==> config.mk <==
export PLATFORM = sky130hd
export DESIGN_NAME = reg_bank_flat
export DESIGN_NICKNAME = d
export VERILOG_FILES = /design/src/rtl/reg_bank_if.sv /design/src/rtl/reg_bank.sv /design/src/flat_wrapper.sv
export SDC_FILE = /design/constraint.sdc
export NUM_CORES = 2
export LEC_CHECK = 0
export CAP_MARGIN = 30
export CORE_AREA = 5 5 320 322
export CTS_BUF_LIST = sky130_fd_sc_hd__clkbuf_4 sky130_fd_sc_hd__clkbuf_8 sky130_fd_sc_hd__clkbuf_16
export DETAILED_ROUTE_END_ITERATION = 10
export DIE_AREA = 0 0 325 327
export PLACE_DENSITY = 0.75
export RECOVER_POWER = 100
export REMOVE_ABC_BUFFERS = 1
export SYNTH_ARGS = -nofsm -noshare
export SYNTH_HDL_FRONTEND = slang
export SYNTH_SLANG_ARGS = --single-unit
==> constraint.sdc <==
create_clock -name clk -period 1.9 [get_ports clk]
set_clock_uncertainty 0.1 [all_clocks]
set_input_delay 0.19 -clock clk [delete_from_list [all_inputs] [get_ports clk]]
set_output_delay 0.19 -clock clk [all_outputs]
set_load 0.02 [all_outputs]
==> src/rtl/reg_bank_if.sv <==
// Register-file access bundle: one write port and two asynchronous read ports.
// The master drives addresses and write data; the slave returns read data.
interface reg_bank_if #(
    parameter int DATA_W = 32
);
    logic              reg_write;
    logic [4:0]        read_reg1;
    logic [4:0]        read_reg2;
    logic [4:0]        write_reg;
    logic [DATA_W-1:0] write_data;
    logic [DATA_W-1:0] read_data1;
    logic [DATA_W-1:0] read_data2;

    modport master (
        output reg_write, read_reg1, read_reg2, write_reg, write_data,
        input  read_data1, read_data2
    );

    modport slave (
        input  reg_write, read_reg1, read_reg2, write_reg, write_data,
        output read_data1, read_data2
    );
endinterface

==> src/rtl/reg_bank.sv <==
// 32 x DATA_W general-purpose register file for the multicycle MIPS datapath.
// $0 reads as zero; the stack pointer is preloaded on reset.
module reg_bank #(
    parameter int DATA_W  = 32,
    parameter int SP_IDX  = 29,
    parameter int SP_INIT = 227
) (
    input  logic        clk,
    input  logic        reset,
    reg_bank_if.slave   bus
);

    logic [DATA_W-1:0] regs [0:31];

    // Reset beats a write issued in the same cycle.
    always_ff @(posedge clk) begin
        if (reset) begin
            for (int i = 0; i < 32; i++) begin
                regs[i] <= (i == SP_IDX) ? DATA_W'(SP_INIT) : '0;
            end
        end else if (bus.reg_write && (bus.write_reg != 5'd0)) begin
            regs[bus.write_reg] <= bus.write_data;
        end
    end

    // No write-through bypass: a same-cycle write is visible only after the edge.
    assign bus.read_data1 = (bus.read_reg1 == 5'd0) ? '0 : regs[bus.read_reg1];
    assign bus.read_data2 = (bus.read_reg2 == 5'd0) ? '0 : regs[bus.read_reg2];

endmodule
==> src/flat_wrapper.sv <==
// flat-port wrapper written by rule: the top's interface ports become plain ports
module reg_bank_flat 
#(
    parameter int DATA_W  = 32,
    parameter int SP_IDX  = 29,
    parameter int SP_INIT = 227
)
  (clk, reset, bus_reg_write, bus_read_reg1, bus_read_reg2, bus_write_reg, bus_write_data, bus_read_data1, bus_read_data2);
  reg_bank_if #(.DATA_W(DATA_W)) bus_i ();
  input  logic clk;
  input  logic reset;
  input wire logic [$bits(bus_i.reg_write)-1:0] bus_reg_write;
  input wire logic [$bits(bus_i.read_reg1)-1:0] bus_read_reg1;
  input wire logic [$bits(bus_i.read_reg2)-1:0] bus_read_reg2;
  input wire logic [$bits(bus_i.write_reg)-1:0] bus_write_reg;
  input wire logic [$bits(bus_i.write_data)-1:0] bus_write_data;
  output wire logic [$bits(bus_i.read_data1)-1:0] bus_read_data1;
  output wire logic [$bits(bus_i.read_data2)-1:0] bus_read_data2;
  assign bus_i.reg_write = bus_reg_write;
  assign bus_i.read_reg1 = bus_read_reg1;
  assign bus_i.read_reg2 = bus_read_reg2;
  assign bus_i.write_reg = bus_write_reg;
  assign bus_i.write_data = bus_write_data;
  assign bus_read_data1 = bus_i.read_data1;
  assign bus_read_data2 = bus_i.read_data2;
  reg_bank #(.DATA_W(DATA_W), .SP_IDX(SP_IDX), .SP_INIT(SP_INIT)) u_core (.clk(clk), .reset(reset), .bus(bus_i));
endmodule
==> key figures <==
Place
  • GP Congestion: 0.950
  • HPWL Detailed: about 130000 um
  • Dpl cells: between 5000 and 6000
  • Count of buffers from port buffering: between 100 and 150

Global routing
  • Largest net degree at the start of global routing: 39
  • Vias in the first global route: 38900
  • Grt ovf: 0
  • First-pass GRT wire length: 270000 um
  • Initial antenna violation count: 3
  • GR Util All Layers: 0.348

Critical path
  • Critical path arrival: around 2700 ps
  • Crit Path Class: flop to output pin
  • CP Data Required Time: roughly 1600 ps
  • Crit end category: output pin
  • Startpoint types: flop
  • Crit Path Max Fanout: 2

CTS
  • Clock Tree Buf Depth: 3
  • Clock root cell: clkbuf_16
  • Hold buffers post-CTS: 0
  • Worst-path clk slew: ~60 ps
  • CTS sink count: between 1000 and 1500
  • CTS tree: yes
  • CTS buffer count: between 100 and 150
  • H-tree levels: 3

STA
  • Worst Max-Slew Pin Slew: around 1500 ps
  • Max Freq: approximately 0.34 GHz
  • Final Hold Vio Count: 0
  • Slew Limit Fails: 30
  • RSZ-0062 raised after global routing: true
  • Post-route clock period utilization: 1.55
  • Worst hold slack: ~260 ps
  • Setup ws final: -1050 ps
  • Setup-failing EPs final: approximately 1200
  • Max transition margin: -0.0297
  • Fin crit period: approximately 3000 ps

Power and ir drop
  • Max VDD drop: around 740 uV
  • Leakage: ~25 nW
  • Pwr dens: slightly above 800 nW/um^2

Finish
  • Area Overhead vs Synth: 23.7%
  • Area occupied by multi-input gates: 24200 um^2
  • Fin nets: 4414
  • Largest Register: u_core.regs
  • Share of cells above drive strength 1: 0.361
  • Sequential cell area: 30700 um^2
  • Finished Layout Cells: between 5000 and 6000
  • Largest register FFs: between 1000 and 1500
  • Fill cell count: 6519
  • Final Util: 0.686
  • Biggest registers after layout: u_core.regs: 1024 flops

Synth
  • Yosys cell types: 41
  • Sequential element share of the synthesized area: 0.558
  • Most common cell in the netlist: edfxtp_1
  • YS warnings: 0
  • Most instantiated cells after synthesis: edfxtp_1 (1024), and2_1 (989), mux2i_1 (320), mux4_2 (298), clkbuf_1 (296)
  • Syn_area_per_cell: roughly 15 um^2
  • Post-synth EDFFs: just over 1000
  • Yosys reg bits: slightly above 1000
  • Mapped cell area: about 55000 um^2
  • Yosys top cell by area: edfxtp_1
  • Post-Syn Instances: 3792
  • Async set-reset flop share out of synthesis: 0
  • Largest cells by area after synthesis: edfxtp_1 (56%), mux4_2 (12%), and2_1 (11%)
  • Ys flop type: edfxtp_1
  • Share of the synthesized area in the top cell type: 0.558

Detailed routing
  • Post-DR wirelength/cell: roughly 33 um
  • Detailed Route WL: about 190000 um
  • Routed via count: ~39000
  • Drt pass-1 iters: 6
  • Iteration-0 DRC Markers: approximately 6300
  • Post-route ant nets: 0
  • Drt via density: between 6 and 7
  • Drt drc: 0

Hold path
  • Worst Hold Depth: 2
  • Hold endpoint: u_core.regs[29][6]
  • HP Start: bus_write_data[6]
  • Worst Hold Class: input pin to flop

Outcome
  • Violated checks: max-capacitance violations, max-slew violations, negative setup slack
  • Status: finished, violations left

Die
  • Die Y: between 300 and 400 um
  • DIE WIDTH: approximately 330 um
  • Num rows: between 100 and 150
  • Number of I/O pins: 114
  • Initial Util: 0.555
  • Core Footprint: roughly 99000 um^2
  • DIE AREA: 106000 um^2

Job
  • Max_cap viols: 1
how the worst max path moves through the flow:
stage / from / end / slack [ps]
after global placement: bus_read_reg1[0] / bus_read_data1[29] / -1430
after global routing: u_core.regs[31][29] / bus_read_data1[29] / -1070
after floorplan: bus_read_reg1[3] / bus_read_data1[11] / -1220
final: u_core.regs[15][26] / bus_read_data1[26] / -1050
after CTS: u_core.regs[15][26] / bus_read_data1[26] / -1010
after detailed placement: bus_read_reg1[0] / bus_read_data1[29] / -1430
cells by family after synthesis:
logic type      synth area share
simple gates               0.136
flops                      0.558
mux                        0.219
buf+inv                   0.0344
compound gates            0.0520
other cells            0.0000681
cell usage in the layout, fill, tap and decap left out, types with 28 or more instances in the layout:
cell type | synthesis | routed
a211oi_2 | 0 | 32
a21oi_1 | 32 | 32
a22oi_1 | 64 | 54
and2_0 | 0 | 179
and2_1 | 989 | 809
buf_12 | 0 | 124
buf_4 | 45 | 534
buf_6 | 14 | 76
clkbuf_16 | 0 | 107
clkbuf_2 | 0 | 32
clkbuf_4 | 1 | 38
clkdlybuf4s50_1 | 0 | 38
clkinv_1 | 0 | 28
conb_1 | 1 | 32
edfxtp_1 | 1024 | 1024
mux2_4 | 0 | 58
mux2i_1 | 320 | 320
mux4_2 | 298 | 347
nand2_1 | 101 | 101
nand4_1 | 32 | 32
o221ai_1 | 64 | 64
or2_2 | 31 | 31
report_power, final:
part,internal [mW],total (mW),switching [mW]
Combinational,4.31,9.31,5.00
Clock,11.4,20.1,8.75
Sequential,26.1,26.8,0.715
Total,41.8,56.3,14.5
layout make-up:
type	count	share of cell area
clock inverters	69	0.00762
clock buffers	122	0.0410
diodes	4	0.000147
flip-flops and latches	1024	0.451
repair buffers	847	0.120
multi-input cells	2386	0.356
inverters	2	0.000129
well taps	1298	0.0238
what timing repair did:
item / in CTS / in global routing
pin swaps: 67 / 68
setup endpoints to repair: 64 / 64
gates resized for setup: 599 / 59
setup buffers: 50 / 29
metal layers:
layer / vias to the layer above / GRT usage / routed length [um]
li1: 15600 / - / -
met1: 19600 / 0.459 / 65000
met2: 3286 / 0.546 / 87000
met3: 604 / 0.0960 / 26700
met4: 2 / 0.159 / 10300
met5: - / 0 / 11
per-stage QoR:
stage	setup TNS, ps	worst slack [ps]	total power, mW	area, um^2
after floorplan	-536230	-1220	30.3	53300
after global placement	-661680	-1430	35.2	62900
after detailed placement	-689870	-1430	35.3	62900
after CTS	-54830	-1010	55.8	67900
after global routing	-442580	-1070	57.6	68100
final	-431750	-1050	56.3	68100
critical path, stage by stage (launching register included):
cell and delay (ps):
edfxtp_1 400, mux4_2 510, mux2_4 310, a221oi_4 370, buf_4 200, a211oi_2 40
buf_4 170
(Power assumes the default switching activity.)
